<file path="src/rtl/modexp_seq_ctrl_if.sv">
// Operand/result bus between the modexp sequencer and a single shared modular multiplier.
// The master drives one operation at a time; the slave answers with a done strobe.
interface modexp_seq_ctrl_if #(
  parameter int unsigned N = 8
);
  logic         mm_start;
  logic [N-1:0] mm_x;
  logic [N-1:0] mm_y;
  logic [N-1:0] mm_n;
  logic [N-1:0] mm_o;
  logic         mm_done;

  modport master (
    output mm_start, mm_x, mm_y, mm_n,
    input  mm_o, mm_done
  );

  modport slave (
    input  mm_start, mm_x, mm_y, mm_n,
    output mm_o, mm_done
  );
endinterface

</file>
<file path="src/rtl/modexp_seq_ctrl.sv">
// Left-to-right square-and-multiply sequencer computing m^e mod n on one shared modular
// multiplier. It accepts one job at a time and returns the result with a one-cycle done pulse.
module modexp_seq_ctrl #(
  parameter int unsigned N = 8
) (
  input  logic              clk_i,
  input  logic              rst_ni,
  input  logic              req_i,
  output logic              ready_o,
  input  logic [N-1:0]      m_i,
  input  logic [N-1:0]      e_i,
  input  logic [N-1:0]      n_i,
  output logic [N-1:0]      o_o,
  output logic              done_o,
  output logic              err_o,
  modexp_seq_ctrl_if.master mm
);
  localparam int unsigned CW = $clog2(N) + 1;

  typedef enum logic [2:0] {
    StIdle, StCheck, StScan, StSqIss, StSqWait, StMuIss, StMuWait, StFin
  } state_e;

  state_e        state_q, state_d;
  logic [N-1:0]  m_q, m_d, e_q, e_d, n_q, n_d;
  logic [N-1:0]  creg_q, creg_d, o_q, o_d, x_q, x_d, y_q, y_d;
  logic [CW-1:0] cnt_q, cnt_d;
  logic          err_q, err_d;

  always_ff @(posedge clk_i or negedge rst_ni) begin
    if (!rst_ni) begin
      state_q <= StIdle;
      m_q     <= '0;
      e_q     <= '0;
      n_q     <= '0;
      creg_q  <= '0;
      o_q     <= '0;
      x_q     <= '0;
      y_q     <= '0;
      cnt_q   <= '0;
      err_q   <= 1'b0;
    end else begin
      state_q <= state_d;
      m_q     <= m_d;
      e_q     <= e_d;
      n_q     <= n_d;
      creg_q  <= creg_d;
      o_q     <= o_d;
      x_q     <= x_d;
      y_q     <= y_d;
      cnt_q   <= cnt_d;
      err_q   <= err_d;
    end
  end

  // cnt holds the index of the bit at ereg[N-1]; its MSB set means it ran below zero,
  // i.e. no exponent bits remain. CW leaves room for that sign bit.
  always_comb begin
    state_d = state_q;
    m_d     = m_q;
    e_d     = e_q;
    n_d     = n_q;
    creg_d  = creg_q;
    o_d     = o_q;
    x_d     = x_q;
    y_d     = y_q;
    cnt_d   = cnt_q;
    err_d   = err_q;

    unique case (state_q)
      StIdle: begin
        if (req_i) begin
          m_d     = m_i;
          e_d     = e_i;
          n_d     = n_i;
          err_d   = 1'b0;
          state_d = StCheck;
        end
      end
      StCheck: begin
        if ((n_q[N-1:1] == '0) || (m_q >= n_q)) begin
          creg_d  = '0;
          err_d   = 1'b1;
          state_d = StFin;
        end else if (e_q == '0) begin
          creg_d  = {{(N-1){1'b0}}, 1'b1};
          state_d = StFin;
        end else begin
          cnt_d   = CW'(N - 1);
          state_d = StScan;
        end
      end
      StScan: begin
        e_d   = {e_q[N-2:0], 1'b0};
        cnt_d = cnt_q - CW'(1);
        // The leading one just loads the base; no multiply is needed for it.
        if (e_q[N-1]) begin
          creg_d  = m_q;
          state_d = (cnt_q != '0) ? StSqIss : StFin;
        end
      end
      StSqIss: state_d = StSqWait;
      StSqWait: begin
        if (mm.mm_done) begin
          creg_d = mm.mm_o;
          e_d    = {e_q[N-2:0], 1'b0};
          cnt_d  = cnt_q - CW'(1);
          if (e_q[N-1])            state_d = StMuIss;
          else if (cnt_q != '0)    state_d = StSqIss;
          else                     state_d = StFin;
        end
      end
      StMuIss: state_d = StMuWait;
      StMuWait: begin
        if (mm.mm_done) begin
          creg_d  = mm.mm_o;
          state_d = cnt_q[CW-1] ? StFin : StSqIss;
        end
      end
      StFin:   state_d = StIdle;
      default: state_d = StIdle;
    endcase

    // Operands are registered on entry to an issue state and held until the op returns.
    if (state_d == StSqIss) begin
      x_d = creg_d;
      y_d = creg_d;
    end else if (state_d == StMuIss) begin
      x_d = creg_d;
      y_d = m_q;
    end

    if (state_d == StFin) o_d = creg_d;
  end

  assign ready_o     = (state_q == StIdle);
  assign done_o      = (state_q == StFin);
  assign err_o       = err_q;
  assign o_o         = o_q;
  assign mm.mm_start = (state_q == StSqIss) || (state_q == StMuIss);
  assign mm.mm_x     = x_q;
  assign mm.mm_y     = y_q;
  assign mm.mm_n     = n_q;
endmodule

</file>
<file path="src/flat_wrapper.sv">
// flat-port wrapper written by rule: the top's interface ports become plain ports
module modexp_seq_ctrl_flat 
#(
  parameter int unsigned N = 8
)
  (clk_i, rst_ni, req_i, ready_o, m_i, e_i, n_i, o_o, done_o, err_o, mm_mm_start, mm_mm_x, mm_mm_y, mm_mm_n, mm_mm_o, mm_mm_done);
  modexp_seq_ctrl_if #(.N(N)) mm_i ();
  input  logic clk_i;
  input  logic rst_ni;
  input  logic req_i;
  output logic ready_o;
  input  logic [N-1:0] m_i;
  input  logic [N-1:0] e_i;
  input  logic [N-1:0] n_i;
  output logic [N-1:0] o_o;
  output logic done_o;
  output logic err_o;
  output wire logic [$bits(mm_i.mm_start)-1:0] mm_mm_start;
  output wire logic [$bits(mm_i.mm_x)-1:0] mm_mm_x;
  output wire logic [$bits(mm_i.mm_y)-1:0] mm_mm_y;
  output wire logic [$bits(mm_i.mm_n)-1:0] mm_mm_n;
  input wire logic [$bits(mm_i.mm_o)-1:0] mm_mm_o;
  input wire logic [$bits(mm_i.mm_done)-1:0] mm_mm_done;
  assign mm_mm_start = mm_i.mm_start;
  assign mm_mm_x = mm_i.mm_x;
  assign mm_mm_y = mm_i.mm_y;
  assign mm_mm_n = mm_i.mm_n;
  assign mm_i.mm_o = mm_mm_o;
  assign mm_i.mm_done = mm_mm_done;
  modexp_seq_ctrl #(.N(N)) u_core (.clk_i(clk_i), .rst_ni(rst_ni), .req_i(req_i), .ready_o(ready_o), .m_i(m_i), .e_i(e_i), .n_i(n_i), .o_o(o_o), .done_o(done_o), .err_o(err_o), .mm(mm_i));
endmodule
</file>
<file path="config.mk">
export PLATFORM = sky130hd
export DESIGN_NAME = modexp_seq_ctrl_flat
export DESIGN_NICKNAME = d
export VERILOG_FILES = /design/src/rtl/modexp_seq_ctrl_if.sv /design/src/rtl/modexp_seq_ctrl.sv /design/src/flat_wrapper.sv
export SDC_FILE = /design/constraint.sdc
export NUM_CORES = 1
export LEC_CHECK = 0
export CORE_MARGIN = 3
export CORE_UTILIZATION = 31
export CTS_BUF_LIST = sky130_fd_sc_hd__clkbuf_8
export DETAILED_ROUTE_END_ITERATION = 10
export GPL_ROUTABILITY_DRIVEN = 0
export SLEW_MARGIN = 25
export SYNTH_ARGS = -nofsm -noshare
export SYNTH_HDL_FRONTEND = slang
export SYNTH_SLANG_ARGS = --single-unit
</file>
<file path="constraint.sdc">
create_clock -name clk_i -period 3.3 [get_ports clk_i]
set_input_delay 0.66 -clock clk_i [delete_from_list [all_inputs] [get_ports clk_i]]
set_output_delay 0.66 -clock clk_i [all_outputs]
set_load 0.05 [all_outputs]
</file>
## After elaboration in Yosys (flattened, before gate mapping)

Index checks and enable logic that the tools add are counted.

| storage, ports and cells | value |
|---|---|
| flip-flop bits (word level) | 64 |
| input port bits | 36 |
| output and inout port bits | 36 |
| logic and storage cells | 71 |

| cells by class | value |
|---|---|
| add/sub/neg operators | 1 |
| $lt $le $gt $ge | 1 |
| equal/unequal tests | 15 |
| multiplexer cells | 29 |
| reduce and logical (&&, ||, !) cells | 15 |

Operators with widths:

| kind | number |
|---|---|
| $mux W8 | 10 |
| $pmux W8 S3 | 2 |
| $mux W3 | 9 |
| $pmux W3 S8 | 1 |
| $eq A3 B3 Y1 const B | 6 |
| $mux W4 | 3 |
| $pmux W4 S3 | 1 |
| $eq A3 B2 Y1 const B | 3 |
| $ge A8 B8 Y1 | 1 |
| $logic_not A8 Y1 | 1 |
| $ne A2 B2 Y1 const B | 4 |
| $logic_not A7 Y1 | 1 |
| $reduce_and A3 Y1 | 2 |
| $reduce_bool A3 Y1 | 2 |
| $reduce_and A4 Y1 | 1 |
| $reduce_bool A2 Y1 | 2 |
| $reduce_bool A4 Y1 | 1 |
| $sub A4 B1 Y4 const B | 1 |
| $eq A3 B1 Y1 const B | 1 |
| $logic_not A3 Y1 | 1 |
| $logic_or A1 B1 Y1 | 2 |
| $mux W1 | 2 |
| $ne A2 B1 Y1 const B | 1 |
| $pmux W1 S2 | 1 |
| other kinds (2) | 2 |

## Longest topological paths before layout

| logic depth | value |
|---|---|
| word-level depth | 8 |
| depth in mapped cells | 9 |
| depth with buffers taken out | 9 |

## Worst setup path before layout

OpenSTA, ideal clock, no wires.

| timing path | value |
|---|---|
| kind | register to register |
| from | register u_core.state_q[1] |
| to | register u_core.m_q[2] |
| library setup time | 125 ps |
| arrival time | 2830 ps |
| required time | 3175 ps |
| slack | 346 ps |
| cell stages (with the launch flop) | 7 |
| path buffers | 3 |
| clock period less this slack | 2954 ps |
| cell sequence | dfrtp_1 > clkbuf_1 > nor3_1 > and2_1 > clkbuf_1 > buf_2 > mux2_2 |

| between the ends | value |
|---|---|
| word-level cells in the longest chain between the ends | 2 |

RTL lines:

| item | RTL line | RTL |
|---|---|---|
| start, declared | modexp_seq_ctrl.sv:24 | `state_e state_q, state_d;` |
| start signal, assigned | modexp_seq_ctrl.sv:32 | `state_q <= StIdle;` |
| start signal, assigned | modexp_seq_ctrl.sv:43 | `state_q <= state_d;` |
| $logic_not A3 Y1 | - |  |
| net ready_o | flat_wrapper.sv:11 | `output logic ready_o;` |
| $reduce_and A2 Y1 (no line) | - |  |
| end signal, assigned | modexp_seq_ctrl.sv:44 | `m_q <= m_d;` |
| end, declared | modexp_seq_ctrl.sv:25 | `logic [N-1:0] m_q, m_d, e_q, e_d, n_q, n_d;` |

The timed path passes the listed nets, and every way through them passes these cells.
A chain may end at the register's enable or synchronous reset.

## Final worst setup path

| timing path | value |
|---|---|
| from | register u_core.state_q[1] |
| to | output port mm_mm_start |

| between the ends | value |
|---|---|
| word-level cells in the longest chain between the ends | 2 |
| elaborated cells between the ends (all ways) | 3 |
| those cells by class | eq/ne: 2; reduce/logical: 1 |

RTL lines:

| item | RTL line | RTL |
|---|---|---|
| $eq A3 B2 Y1 / $eq A3 B3 Y1 (equally long branches) | modexp_seq_ctrl.sv:140 | `assign mm.mm_start = (state_q == StSqIss) \|\| (state_q == StMuIss);` |
| $logic_or A1 B1 Y1 (*) | modexp_seq_ctrl.sv:140 |  |
| end, declared | flat_wrapper.sv:18 | `output wire logic [$bits(mm_i.mm_start)-1:0] mm_mm_start;` |

Every way passes the cells marked *; elsewhere a longest branch is shown, timed or not.

==> metrics.txt <==
HP Class=input port to async pin; final WL=7.96 mm; Worst Setup Start Kind=flop; Slew HR=0.447; GR peak layer=met2; Initial Utilization=0.325; #FFs+latches synth=64; wire per inst=15.8 um; crit path max fanout=15; Max-cap violations=0; maximum vdd drop=0.577 mV; Worst Tran Pin Value=0.830 ns; endpoints failing setup=0; Initial DRC Count=88; Synth area leaders=dfrtp_1 (49%), mux2i_1 (7.7%), mux2_2 (5.9%); PortBufs=71; CTS sink cnt=64; Syn Nets=339; Lkg Pwr=1.95 nW; crit path DAT=2.41 ns; register share of total power=0.307; clock-pin slew on the worst setup and hold paths=0.08 ns; met2 global-route usage=0.228; Placed Cells incl. Taps=488; total CTS buffers=9; Die Span X=108 um; crit share post-route=0.930; clk_skew=0.0101 ns; yosys warns=0; Die Area=11800 um^2; fin. max-slew vios=0; Primary FF master, synth=dfrtp_1; largest net degree at the start of global routing=65; area leader, netlist=dfrtp_1; Cells after Synth=294; CTS Root Cell=clkbuf_8; highest clock rate=326 MHz; Fin Setup TNS=0 ns; Initial DRT Pass Iterations=4; post-synth top area share=0.492; antenna violations before repair=0; hold_buf cts=0; combinational share of power=0.565; Core ar.=10000 um^2; GR Util met3=0.0412; clock network fraction of design power=0.128; met1 GRT Util=0.195; Net Sw Power=2.33 mW; grt ovf=0; post-route insts no fill=504; Critical Setup Path Class=flop to primary output; RSZ-0062 raised after global routing=no; Fin. Hold Viols=0; internal power=2.56 mW; Post-synth top cells=dfrtp_1 (64), mux2i_1 (25), mux2_2 (17), nand2_1 (17), nor2_1 (16); EDFF count, synth=0; setup bufs post-CTS=0; CP endpoint kind=primary output; Rows=36; vias in the first global route=2620; CTS tree=yes; Layout Area Growth over Synthesis=31.6%; drt drc=0; Die Ht=108 um; post-synthesis sequential area ratio=0.492; Vias/cell=4.91; synthesized cell area=3250 um^2; # resized after CTS=0; WP data required=2.64 ns; via count=2476; IO Count=72; switching share of power=0.477; post-route ant nets=0; Avg Cell Area, Syn=11.1 um^2; count leader, synth=dfrtp_1; Pwr per Cell Area=1140 nW/um^2; FFs w/ async S/R, synth=1.00; Max H-tree Level=3; nets@finish=411; ant diodes=0; first-pass GRT wire length=13.3 mm; status=finished, final reports clean; DP HPWL=5.68 mm; Netlist cell types=47; GRT Util Overall=0.144; post-layout util=0.428; minimum clock period=3.07 ns; fraction of layout cells with a size suffix above 1=0.132; clk buf depth=2; worst skew pair latency=0.34 ns
-- cell type report --
cell class              instances  area [um^2]
fillers                       985         5720
flip-flops and latches         64         1600
multi-input cells             199         1520
repair buffers                 77          751
well taps                     133          166
clock buffers                  10          138
inverters                      15         56.3
clock inverters                 6         43.8
-- path summary, 6_finish.rpt --
kind | startpoint | end | slack [ns] | cells past startpoint
worst max-delay path | u_core.state_q[1] | mm_mm_start | 0.23 | 3
worst min-delay path | rst_ni | u_core.o_o[4] | 0.49 | 2
worst max register to register | u_core.state_q[0] | u_core.mm.mm_x[0] | 0.57 | 6
worst min register to register | u_core.mm.mm_x[5] | u_core.mm.mm_x[5] | 0.50 | 1
max in group asynchronous | rst_ni | u_core.cnt_q[3] | 2.26 | 2
min in group clk_i | u_core.mm.mm_x[5] | u_core.mm.mm_x[5] | 0.50 | 1
-- power by group through the flow --
stage | Combinational (mW) | Clock, mW | Sequential [mW]
floorplan | 1.53 | 0 | 1.93
global placement | 2.73 | 0 | 1.51
detailed placement | 2.78 | 0 | 1.52
CTS | 2.79 | 0.648 | 1.51
global route | 3.01 | 0.675 | 1.57
finish | 2.76 | 0.628 | 1.50
-- routing by layer --
metal  routed length [um]  vias up  share of wire
met3                  404        7          0.051
met5                    0        -              0
li1                     -     1208              -
met1                 3780     1205           0.48
met4                   62        0         0.0078
met2                 3710       56           0.47
-- registers in the layout, summed over array words and instances, names as in the netlist --
name,count
u_core.err_o,1
u_core.mm.mm_y,8
u_core.mm.mm_x,8
u_core.mm.mm_n,8
u_core.creg_q,8
u_core.cnt_q,4
u_core.o_o,8
u_core.m_q,8
u_core.state_q,3
u_core.e_q,8
-- through the flow --
| stage | setup slack, ns | instance area (um^2) | hold slack (ns) | power, mW |
|---|---|---|---|---|
| 6_report | 0.231 | 4280 | 0.491 | 4.89 |
| 2_1_floorplan | 0.346 | 3250 | 0.364 | 3.46 |
| 3_3_place_gp | 0.464 | 4100 | 0.484 | 4.24 |
| 3_5_place_dp | 0.377 | 4100 | 0.487 | 4.30 |
| 4_1_cts | 0.195 | 4280 | 0.505 | 4.95 |
| 5_1_grt | 0.116 | 4280 | 0.526 | 5.25 |
-- cell usage in the layout, fill, tap and decap left out, types with 9 or more instances in the layout --
cell	n
clkdlybuf4s50_1	70
dfrtp_1	64
mux2i_1	25
nand2_1	17
mux2_2	17
nor2_1	16
inv_1	15
a21oi_1	14
o21ai_0	14
a21o_1	14
clkbuf_8	10
ha_1	9
-- logic make-up (layout without fill, tap and decap cells) --
group,Yosys count,in the layout,synth area share
adders and majority gates,9,9,0.0346
muxes,50,50,0.164
AOI/OAI and AO/OA,74,74,0.166
xor gates and xnor gates,3,3,0.00808
DFF,64,64,0.492
buffers and inverters,31,108,0.0389
and+or+nand+nor,63,63,0.0962
-- critical path, stage by stage, from the launching register on --
cell	delay, ns
dfrtp_1	0.65
nand2b_1	0.29
a21boi_2	0.29
clkdlybuf4s50_1	0.85
Note: power is estimated with default switching activity, not from simulation.
